File: config.mk
export PLATFORM = sky130hd
export DESIGN_NAME = aes_pipe_ctrl_flat
export DESIGN_NICKNAME = d
export VERILOG_FILES = /design/src/rtl/aes_pipe_ctrl_pkg.sv /design/src/rtl/aes_pipe_ctrl_if.sv /design/src/rtl/aes_credit_cnt.sv /design/src/rtl/aes_pipe_ctrl.sv /design/src/flat_wrapper.sv
export SDC_FILE = /design/constraint.sdc
export NUM_CORES = 1
export LEC_CHECK = 0
export ABC_CLOCK_PERIOD_IN_PS = 3200
export CORE_ASPECT_RATIO = 1.5
export CORE_MARGIN = 5
export CORE_UTILIZATION = 50
export CTS_BUF_LIST = sky130_fd_sc_hd__clkbuf_8
export DETAILED_ROUTE_END_ITERATION = 12
export GPL_ROUTABILITY_DRIVEN = 0
export PLACE_DENSITY_LB_ADDON = 0.05
export SLEW_MARGIN = 15
export SYNTH_ARGS = -nofsm -noshare
export SYNTH_HDL_FRONTEND = slang
export SYNTH_SLANG_ARGS = --single-unit
File: constraint.sdc
create_clock -name clk -period 3.2 [get_ports clk]
set_clock_uncertainty 0.1 [all_clocks]
set_input_delay 0.32 -clock clk [delete_from_list [all_inputs] [get_ports clk]]
set_output_delay 0.32 -clock clk [all_outputs]
set_load 0.03 [all_outputs]
File: src/rtl/aes_pipe_ctrl_pkg.sv
// ============================================================================
//  aes_pipe_ctrl_pkg : shared AES controller types and parameter defaults
//  Revision: 1.0
// ============================================================================
`default_nettype none

package aes_pipe_ctrl_pkg;

    localparam int AES_NUM_ROUNDS = 10;
    localparam int AES_CREDITS    = 16;
    localparam int AES_CNT_W      = 5;

    typedef enum logic [1:0] {
        ST_IDLE  = 2'd0,
        ST_KEY   = 2'd1,
        ST_RUN   = 2'd2,
        ST_DRAIN = 2'd3
    } ctrl_state_e;

endpackage

`default_nettype wire

File: src/rtl/aes_pipe_ctrl_if.sv
// ============================================================================
//  aes_pipe_ctrl_if : handshake / status bundle between AES controller and system
//  Revision: 1.0
// ============================================================================
`default_nettype none

interface aes_pipe_ctrl_if
    import aes_pipe_ctrl_pkg::*;
#(
    parameter int NUM_ROUNDS = AES_NUM_ROUNDS,
    parameter int CNT_W      = AES_CNT_W
) ();

    logic                  key_start;
    logic                  key_go;
    logic                  key_done;
    logic                  in_valid;
    logic                  in_ready;
    logic [NUM_ROUNDS-1:0] round_en;
    logic                  out_valid;
    logic                  out_pop;
    logic                  flush;
    logic [CNT_W-1:0]      credits;
    logic                  busy;
    logic                  cred_err;

    // System side: requests keys, offers blocks, releases buffer entries.
    modport master (
        output key_start, key_done, in_valid, out_pop, flush,
        input  key_go, in_ready, round_en, out_valid, credits, busy, cred_err
    );

    modport slave (
        input  key_start, key_done, in_valid, out_pop, flush,
        output key_go, in_ready, round_en, out_valid, credits, busy, cred_err
    );

endinterface

`default_nettype wire

File: src/rtl/aes_credit_cnt.sv
// ============================================================================
//  aes_credit_cnt : downstream result-buffer credit counter with sticky overflow
//  Revision: 1.0
// ============================================================================
`default_nettype none

module aes_credit_cnt
    import aes_pipe_ctrl_pkg::*;
#(
    parameter int INIT  = AES_CREDITS,
    parameter int CNT_W = AES_CNT_W
) (
    input  wire logic             clk,
    input  wire logic             rst,
    input  wire logic             inc_i,
    input  wire logic             dec_i,
    input  wire logic             flush_i,
    output logic [CNT_W-1:0]      cnt_o,
    output logic                  err_o
);

    localparam logic [CNT_W-1:0] C_INIT = CNT_W'(INIT);

    logic [CNT_W-1:0] cnt_q, cnt_d;
    logic             err_q, err_d;

    // A release with the buffer already fully free is a protocol error:
    // count is held and the error latches until reset.
    always_comb begin
        cnt_d = cnt_q;
        err_d = err_q;
        if (flush_i) begin
            cnt_d = C_INIT;
        end else if (inc_i && !dec_i) begin
            if (cnt_q == C_INIT) begin
                err_d = 1'b1;
            end else begin
                cnt_d = cnt_q + 1'b1;
            end
        end else if (dec_i && !inc_i && (cnt_q != '0)) begin
            cnt_d = cnt_q - 1'b1;
        end
    end

    always_ff @(posedge clk or negedge rst) begin
        if (!rst) begin
            cnt_q <= C_INIT;
            err_q <= 1'b0;
        end else begin
            cnt_q <= cnt_d;
            err_q <= err_d;
        end
    end

    assign cnt_o = cnt_q;
    assign err_o = err_q;

endmodule

`default_nettype wire

File: src/rtl/aes_pipe_ctrl.sv
// ============================================================================
//  aes_pipe_ctrl : key-load sequencing, round-stage enables and credit flow
//                  control for an iterative-unrolled AES pipeline
//  Revision: 1.0
// ============================================================================
`default_nettype none

module aes_pipe_ctrl
    import aes_pipe_ctrl_pkg::*;
#(
    parameter int NUM_ROUNDS = AES_NUM_ROUNDS,
    parameter int CREDITS    = AES_CREDITS,
    parameter int CNT_W      = AES_CNT_W
) (
    input  wire logic      clk,
    input  wire logic      rst,      // asynchronous, active-low
    aes_pipe_ctrl_if.slave bus
);

    ctrl_state_e           state_q;
    logic                  key_go_q;
    logic [NUM_ROUNDS-1:0] vld_q, vld_d;
    logic [NUM_ROUNDS-1:0] round_en;
    logic                  in_ready;
    logic                  accept;
    logic [CNT_W-1:0]      credits;
    logic                  cred_err;

    assign in_ready = (state_q == ST_RUN) && (credits != '0) && !bus.flush;
    assign accept   = bus.in_valid && in_ready;

    // Stage k+1 is enabled exactly when stage k held a valid block last cycle.
    generate
        if (NUM_ROUNDS > 1) begin : g_multi_round
            assign round_en = {vld_q[NUM_ROUNDS-2:0], accept};
        end else begin : g_single_round
            assign round_en = accept;
        end
    endgenerate

    assign vld_d = bus.flush ? '0 : round_en;

    always_ff @(posedge clk or negedge rst) begin
        if (!rst) begin
            vld_q <= '0;
        end else begin
            vld_q <= vld_d;
        end
    end

    // key_go is registered on every entry into KEY so it lines up with
    // the first KEY cycle.
    always_ff @(posedge clk or negedge rst) begin
        if (!rst) begin
            state_q  <= ST_IDLE;
            key_go_q <= 1'b0;
        end else begin
            key_go_q <= 1'b0;
            case (state_q)
                ST_IDLE: begin
                    if (!bus.flush && bus.key_start) begin
                        state_q  <= ST_KEY;
                        key_go_q <= 1'b1;
                    end
                end
                ST_KEY: begin
                    if (bus.flush) begin
                        state_q <= ST_IDLE;
                    end else if (bus.key_done) begin
                        state_q <= ST_RUN;
                    end
                end
                ST_RUN: begin
                    if (!bus.flush && bus.key_start) begin
                        state_q <= ST_DRAIN;
                    end
                end
                ST_DRAIN: begin
                    if (bus.flush) begin
                        state_q <= ST_IDLE;
                    end else if (vld_q == '0) begin
                        state_q  <= ST_KEY;
                        key_go_q <= 1'b1;
                    end
                end
                default: begin
                    state_q <= ST_IDLE;
                end
            endcase
        end
    end

    aes_credit_cnt #(
        .INIT  (CREDITS),
        .CNT_W (CNT_W)
    ) u_credit_cnt (
        .clk     (clk),
        .rst     (rst),
        .inc_i   (bus.out_pop),
        .dec_i   (accept),
        .flush_i (bus.flush),
        .cnt_o   (credits),
        .err_o   (cred_err)
    );

    assign bus.key_go    = key_go_q;
    assign bus.in_ready  = in_ready;
    assign bus.round_en  = round_en;
    assign bus.out_valid = vld_q[NUM_ROUNDS-1];
    assign bus.credits   = credits;
    assign bus.cred_err  = cred_err;
    assign bus.busy      = (state_q == ST_KEY) || (state_q == ST_DRAIN) || (vld_q != '0);

endmodule

`default_nettype wire
File: src/flat_wrapper.sv
// flat-port wrapper written by rule: the top's interface ports become plain ports
module aes_pipe_ctrl_flat import aes_pipe_ctrl_pkg::*;
#(
    parameter int NUM_ROUNDS = AES_NUM_ROUNDS,
    parameter int CREDITS    = AES_CREDITS,
    parameter int CNT_W      = AES_CNT_W
)
  (clk, rst, bus_key_start, bus_key_done, bus_in_valid, bus_out_pop, bus_flush, bus_key_go, bus_in_ready, bus_round_en, bus_out_valid, bus_credits, bus_busy, bus_cred_err);
  aes_pipe_ctrl_if #(.NUM_ROUNDS(NUM_ROUNDS), .CNT_W(CNT_W)) bus_i ();
  input  wire logic clk;
  input  wire logic rst;
  input wire logic [$bits(bus_i.key_start)-1:0] bus_key_start;
  input wire logic [$bits(bus_i.key_done)-1:0] bus_key_done;
  input wire logic [$bits(bus_i.in_valid)-1:0] bus_in_valid;
  input wire logic [$bits(bus_i.out_pop)-1:0] bus_out_pop;
  input wire logic [$bits(bus_i.flush)-1:0] bus_flush;
  output wire logic [$bits(bus_i.key_go)-1:0] bus_key_go;
  output wire logic [$bits(bus_i.in_ready)-1:0] bus_in_ready;
  output wire logic [$bits(bus_i.round_en)-1:0] bus_round_en;
  output wire logic [$bits(bus_i.out_valid)-1:0] bus_out_valid;
  output wire logic [$bits(bus_i.credits)-1:0] bus_credits;
  output wire logic [$bits(bus_i.busy)-1:0] bus_busy;
  output wire logic [$bits(bus_i.cred_err)-1:0] bus_cred_err;
  assign bus_i.key_start = bus_key_start;
  assign bus_i.key_done = bus_key_done;
  assign bus_i.in_valid = bus_in_valid;
  assign bus_i.out_pop = bus_out_pop;
  assign bus_i.flush = bus_flush;
  assign bus_key_go = bus_i.key_go;
  assign bus_in_ready = bus_i.in_ready;
  assign bus_round_en = bus_i.round_en;
  assign bus_out_valid = bus_i.out_valid;
  assign bus_credits = bus_i.credits;
  assign bus_busy = bus_i.busy;
  assign bus_cred_err = bus_i.cred_err;
  aes_pipe_ctrl #(.NUM_ROUNDS(NUM_ROUNDS), .CREDITS(CREDITS), .CNT_W(CNT_W)) u_core (.clk(clk), .rst(rst), .bus(bus_i));
endmodule
==> results.toml, run 1 <==
[clock_network]
clk_pin_slew_ps = 80
cts_hold_buf = 0
cts_root_buf = "clkbuf_8"
clock_path_buffers = 2
cts_resized = 0
clock-sinks = 19
postCtsSetupBuffers = 0
htree_num_levels = 1
cts_tree = "yes"
cts_buffers = 3
worstSkewPairLatency_ps = 250

[logic_synthesis]
synth_cell_type_count = 36
synth_fp_nets = 119
postSynthAreaPerCell_um2 = 10.40
synth_area_um2 = 1061
ys_ff_latch = 19
syn_inst = 102
yosysWarnings = 0
ys_seq_area_frac = 0.4493

[setup_path]
crit_fanout = 6
r2r_start = "u_core.u_credit_cnt.cnt_o[0]"
crit_chain = "or4_4 -> o211ai_1 -> inv_1 -> fa_1 -> a21o_1 -> a21oi_1 -> xor2_1 -> o22ai_1 -> a31oi_1"
crit_buf_inv = 1
cp_slowest_cell = "or4_4"
critical_path_arrival_ps = 3020
cp-end-kind = "flop"
rrSetupSlack_ps = 260
critPathKind = "flop to flop"
critical-path-top-delay-family = "compound AO/OA/AOI/OAI gates"
required_ps = 3280
cp_num_cells = 9
reg2reg_depth = 9
critPathLaunchType = "flop"
slowest_delay_ps = 570
rr_endpoint = "u_core.u_credit_cnt.cnt_o[4]"

[timing]
totalNegativeSetupSlack_ps = 0
hold_violations = 0
rsz0062_at_grt = "no"
worst_pin_slew_ps = 848.4
timing.slew.headroom = 0.4326
final-setup-viol-count = 0
period_minus_slack_ps = 2936
fin_crit_sh = 0.9175
final_max_slew_viol_count = 0
fmax_mhz = 340.6

[min_path]
min-delay-start = "u_core.u_credit_cnt.err_o"
min_path_type = "flop to flop"
min_to = "u_core.u_credit_cnt.err_o"
min_path_cells = 2

[layout]
final_cell_mix = "26 x clkdlybuf4s50_1, 18 x dfrtp_1, 10 x nor2b_1"
antenna_cells = 0
nets = 148
syn_to_final_growth_pct = 30.31
layout-drive-gt1-share = 0.08462
fillerInstances = 159
layout_commonest_cell = "clkdlybuf4s50_1"

[drt]
routedWlPerCell_um = 14.39
viasPerCell = 5.474
first_pass_iters = 4
vias = 832
wl_um = 2188
drt_iter0_drc = 18
drc_errors = 0
drtAntennaViolNets = 0

[floorplanning]
rows = 20
ios = 27
core_um2 = 2027
die_x_um = 47.61
die_height_um = 66.42
die-area_um2 = 3162
start_util = 0.5235

[power]
p_int_uw = 622.7
power_frac_clock = 0.164
power_density_nw_per_um2 = 755.2
power_frac_comb = 0.508
power.share.sequential = 0.328
p_sw_uw = 421.5
p_leak_nw = 0.6605
total_power_mw = 1.044
max-vdd-ir-drop_uv = 423.9
switching_share = 0.4036

[run]
drv_cap = 0

[global_route]
gr-usage-all-layers = 0.1635
grt_pass1_wl_um = 3781
grt_max_degree = 20
overflow = 0
antenna_found_initial = 0
grt_pass1_vias = 914

[placed_design]
io_buffer_count = 26
dp.final_hpwl_um = 1693

[outcome]
status = "finished, final reports clean"
[routing by layer]
metal  routed length (um)  global-route usage  vias up
met5                    0                   0        -
met4                   32             0.05724        0
met3                  113             0.03270        4
met2                 1140              0.2869       18
met1                  901              0.1865      404
li1                     -                   -      406
[power groups by stage]
stage	clock network, mW	logic [mW]	registers (mW)
after floorplan	0	0.314	0.402
after global placement	0	0.521	0.345
after detailed placement	0	0.534	0.347
after CTS	0.175	0.536	0.343
after global routing	0.186	0.581	0.353
final	0.171	0.530	0.343
[layout make-up]
cell class	instances	area [um2]	area share
multi-input combinational	73	535.5	0.3873
sequential	19	476.7	0.3448
timing repair buffer	27	267.8	0.1937
clock buffer	3	41.29	0.02986
tap	22	27.53	0.01991
inverter	7	26.28	0.01900
clock inverter	1	7.507	0.005430
[cells in the mapped netlist (all sizes together)]
cell type / instances / share of area
dfrtp: 18 / 0.42
nor2b: 10 / 0.059
ha: 9 / 0.11
nor2: 8 / 0.028
inv: 7 / 0.025
nand2: 6 / 0.021
a21oi: 5 / 0.024
nand2b: 3 / 0.025
nand3: 3 / 0.014
a31oi: 2 / 0.012
and3: 2 / 0.013
buf: 2 / 0.018
mux2: 2 / 0.021
mux2i: 2 / 0.019
nor3b: 2 / 0.014
nor4: 2 / 0.012
o21ai: 2 / 0.0094
o22ai: 2 / 0.012
a211o: 1 / 0.0094
a21bo: 1 / 0.0094
a21o: 1 / 0.0071
a2bb2oi: 1 / 0.0083
and2: 1 / 0.0059
clkbuf: 1 / 0.0035
dfstp: 1 / 0.025
fa: 1 / 0.019
o211ai: 1 / 0.0071
o22a: 1 / 0.0083
o41ai: 1 / 0.0083
or3: 1 / 0.0059
or4: 1 / 0.011
xnor2: 1 / 0.0083
xor2: 1 / 0.0083
[sequential cells by signal (all words and copies together) (netlist names), named ones only]
signal                     cells
u_core.vld_q                  10
u_core.u_credit_cnt.cnt_o      5
u_core.bus.key_go              1
u_core.state_q                 1
u_core.u_credit_cnt.err_o      1
[how the worst max path moves through the flow]
stage	from	to	slack (ps)
floorplan	u_core.u_credit_cnt.cnt_o[1]	u_core.u_credit_cnt.cnt_o[4]	370
global route	u_core.u_credit_cnt.cnt_o[0]	u_core.u_credit_cnt.cnt_o[4]	110
detailed placement	u_core.u_credit_cnt.cnt_o[0]	u_core.u_credit_cnt.cnt_o[4]	260
global placement	u_core.u_credit_cnt.cnt_o[0]	u_core.u_credit_cnt.cnt_o[4]	390
finish	u_core.u_credit_cnt.cnt_o[0]	u_core.u_credit_cnt.cnt_o[4]	260
CTS	u_core.u_credit_cnt.cnt_o[0]	u_core.u_credit_cnt.cnt_o[4]	260
[worst min-delay path: stages, from the launching register on]
cell and delay, ps:
dfrtp_1 350, inv_1 50, o41ai_1 60
[stage by stage]
stage | utilization | hold slack, ps | cells | setup slack (ps) | area, um2
floorplan | - | -75.59 | 102 | 370.0 | 1061
detailed placement | 0.6580 | 392.3 | 148 | 262.7 | 1334
finish | 0.6821 | 395.3 | 152 | 263.9 | 1383
global placement | 0.6580 | 386.9 | 148 | 393.7 | 1334
CTS | 0.6821 | 410.3 | 152 | 259.0 | 1383
global route | 0.6821 | 457.3 | 152 | 112.6 | 1383
[cells by family (layout without fill, tap and decap cells)]
group,count (synthesis),count (layout),synth area share
xor+xnor,2,2,0.01651
mux,4,4,0.04009
compound gates,18,18,0.1144
flops,19,19,0.4493
buf+inv,10,38,0.04599
simple gates,39,39,0.2087
fa+ha+maj,10,10,0.1250
Power figures use the tool's default switching activity.
==> inputs of run 2 (changes only) <==
--- a/config.mk
+++ b/config.mk
@@ -13,6 +13,7 @@
 export DETAILED_ROUTE_END_ITERATION = 12
 export GPL_ROUTABILITY_DRIVEN = 0
 export PLACE_DENSITY_LB_ADDON = 0.05
+export RECOVER_POWER = 100
 export SLEW_MARGIN = 15
 export SYNTH_ARGS = -nofsm -noshare
 export SYNTH_HDL_FRONTEND = slang
==> results.toml, run 2 (same netlist as run 1, synthesis figures left out) <==
[outcome]
status = "finished, final reports clean"

[layout]
syn_to_final_growth_pct = 30.19
utilization = 0.6815
nets = 148
fillerInstances = 160
layout-drive-gt1-share = 0.07692
final_cell_mix = "22 x dlygate4sd3_1, 18 x dfrtp_1, 10 x nor2b_1"
layout_commonest_cell = "dlygate4sd3_1"
multiInputGateArea_um2 = 534.3
finalInstanceArea_um2 = 1381
regArea_um2 = 476.7
antenna_cells = 0
largest_register_ffs = 10
regMostFlops = "u_core.vld_q"
final_cells = 152

[setup_path]
cp_slowest_cell = "or4_4"
critPathKind = "flop to flop"
crit_fanout = 6
required_ps = 3280
critical_path_arrival_ps = 3010
critPathLaunchType = "flop"
crit_chain = "or4_4 -> o211ai_1 -> inv_1 -> fa_1 -> a21o_1 -> a21oi_1 -> xor2_1 -> o22ai_1 -> a31oi_1"
crit_buf_inv = 1
cp-end-kind = "flop"
slowest_delay_ps = 570
critical-path-top-delay-family = "compound AO/OA/AOI/OAI gates"

[global_route]
grt_pass1_wl_um = 3781
grt_pass1_vias = 914
antenna_found_initial = 0
gr-usage-all-layers = 0.1635
overflow = 0
grt_max_degree = 20

[placed_design]
dpl.cell_count = 148
dp.final_hpwl_um = 1693
place_area_um2 = 1334
io_buffer_count = 26
pre_cts_ws_ps = 262.7

[timing]
final_max_slew_viol_count = 0
final-setup-viol-count = 0
hold_violations = 0
fmax_mhz = 341.0
worst_pin_slew_ps = 859.2
timing.slew.headroom = 0.4253
fin_crit_sh = 0.9164
period_minus_slack_ps = 2932
holdWs_ps = 388.2
rsz0062_at_grt = "no"
post-route-worst-setup-slack_ps = 267.7
totalNegativeSetupSlack_ps = 0

[drt]
drtAntennaViolNets = 0
drt_iter0_drc = 10
routedWlPerCell_um = 14.35
wl_um = 2181
first_pass_iters = 4
vias = 831
drc_errors = 0
viasPerCell = 5.467

[floorplanning]
die-area_um2 = 3162
die_height_um = 66.42
rows = 20
core_um2 = 2027
ios = 27
start_util = 0.5235
die_x_um = 47.61

[clock_network]
worstSkewPairLatency_ps = 250
clock-sinks = 19
cts_buffers = 3
clock_path_buffers = 2
htree_num_levels = 1
cts_resized = 0
clk_pin_slew_ps = 80
postCtsSetupBuffers = 0
cts_tree = "yes"
cts_hold_buf = 0
cts_root_buf = "clkbuf_8"

[run]
drv_cap = 0

[min_path]
min_path_type = "flop to flop"

[power]
power.share.sequential = 0.333
power_density_nw_per_um2 = 741.9
switching_share = 0.4093
power_frac_clock = 0.167
total_power_mw = 1.025
max-vdd-ir-drop_uv = 406.8
power_frac_comb = 0.500
p_leak_nw = 0.7090
p_sw_uw = 419.4
p_int_uw = 605.4
## run 2: power by group through the flow
stage / sequential (mW) / combinational [mW] / clock (mW)
5_1_grt: 0.351 / 0.563 / 0.186
6_report: 0.341 / 0.512 / 0.171
3_3_place_gp: 0.345 / 0.521 / 0
3_5_place_dp: 0.347 / 0.534 / 0
2_1_floorplan: 0.402 / 0.314 / 0
4_1_cts: 0.343 / 0.536 / 0.175
## run 2: path summary, 6_finish.rpt
kind	endpoint	startpoint	cells past startpoint	slack [ps]
max in group asynchronous	u_core.vld_q[2]	rst	1	1960
min in group asynchronous	u_core.vld_q[6]	rst	1	520
setup reg to reg	u_core.u_credit_cnt.cnt_o[4]	u_core.u_credit_cnt.cnt_o[0]	9	270
hold reg to reg	u_core.u_credit_cnt.err_o	u_core.u_credit_cnt.err_o	2	390
hold / removal	u_core.u_credit_cnt.err_o	u_core.u_credit_cnt.err_o	2	390
setup / recovery	u_core.u_credit_cnt.cnt_o[4]	u_core.u_credit_cnt.cnt_o[0]	9	270
## run 2: metal layers
layer	routed length (um)	vias to the layer above	part of all wire	GRT usage
met5	0	-	0	0
met4	32	0	0.015	0.05724
met3	113	4	0.052	0.03270
met2	1138	18	0.52	0.2869
met1	897	404	0.41	0.1865
li1	-	405	-	-
## run 2: area by class of cell
type                    count  area share
repair buffers             27      0.1938
flip-flops and latches     19      0.3451
clock inverters             1    0.005435
well taps                  22     0.01993
clock buffers               3     0.02989
inverters                   7     0.01902
multi-input cells          73      0.3868
## run 2: tightest hold or removal path, stage by stage, from the launching register on
cell	delay, ps
dfrtp_1	340
inv_1	40
o41ai_1	60
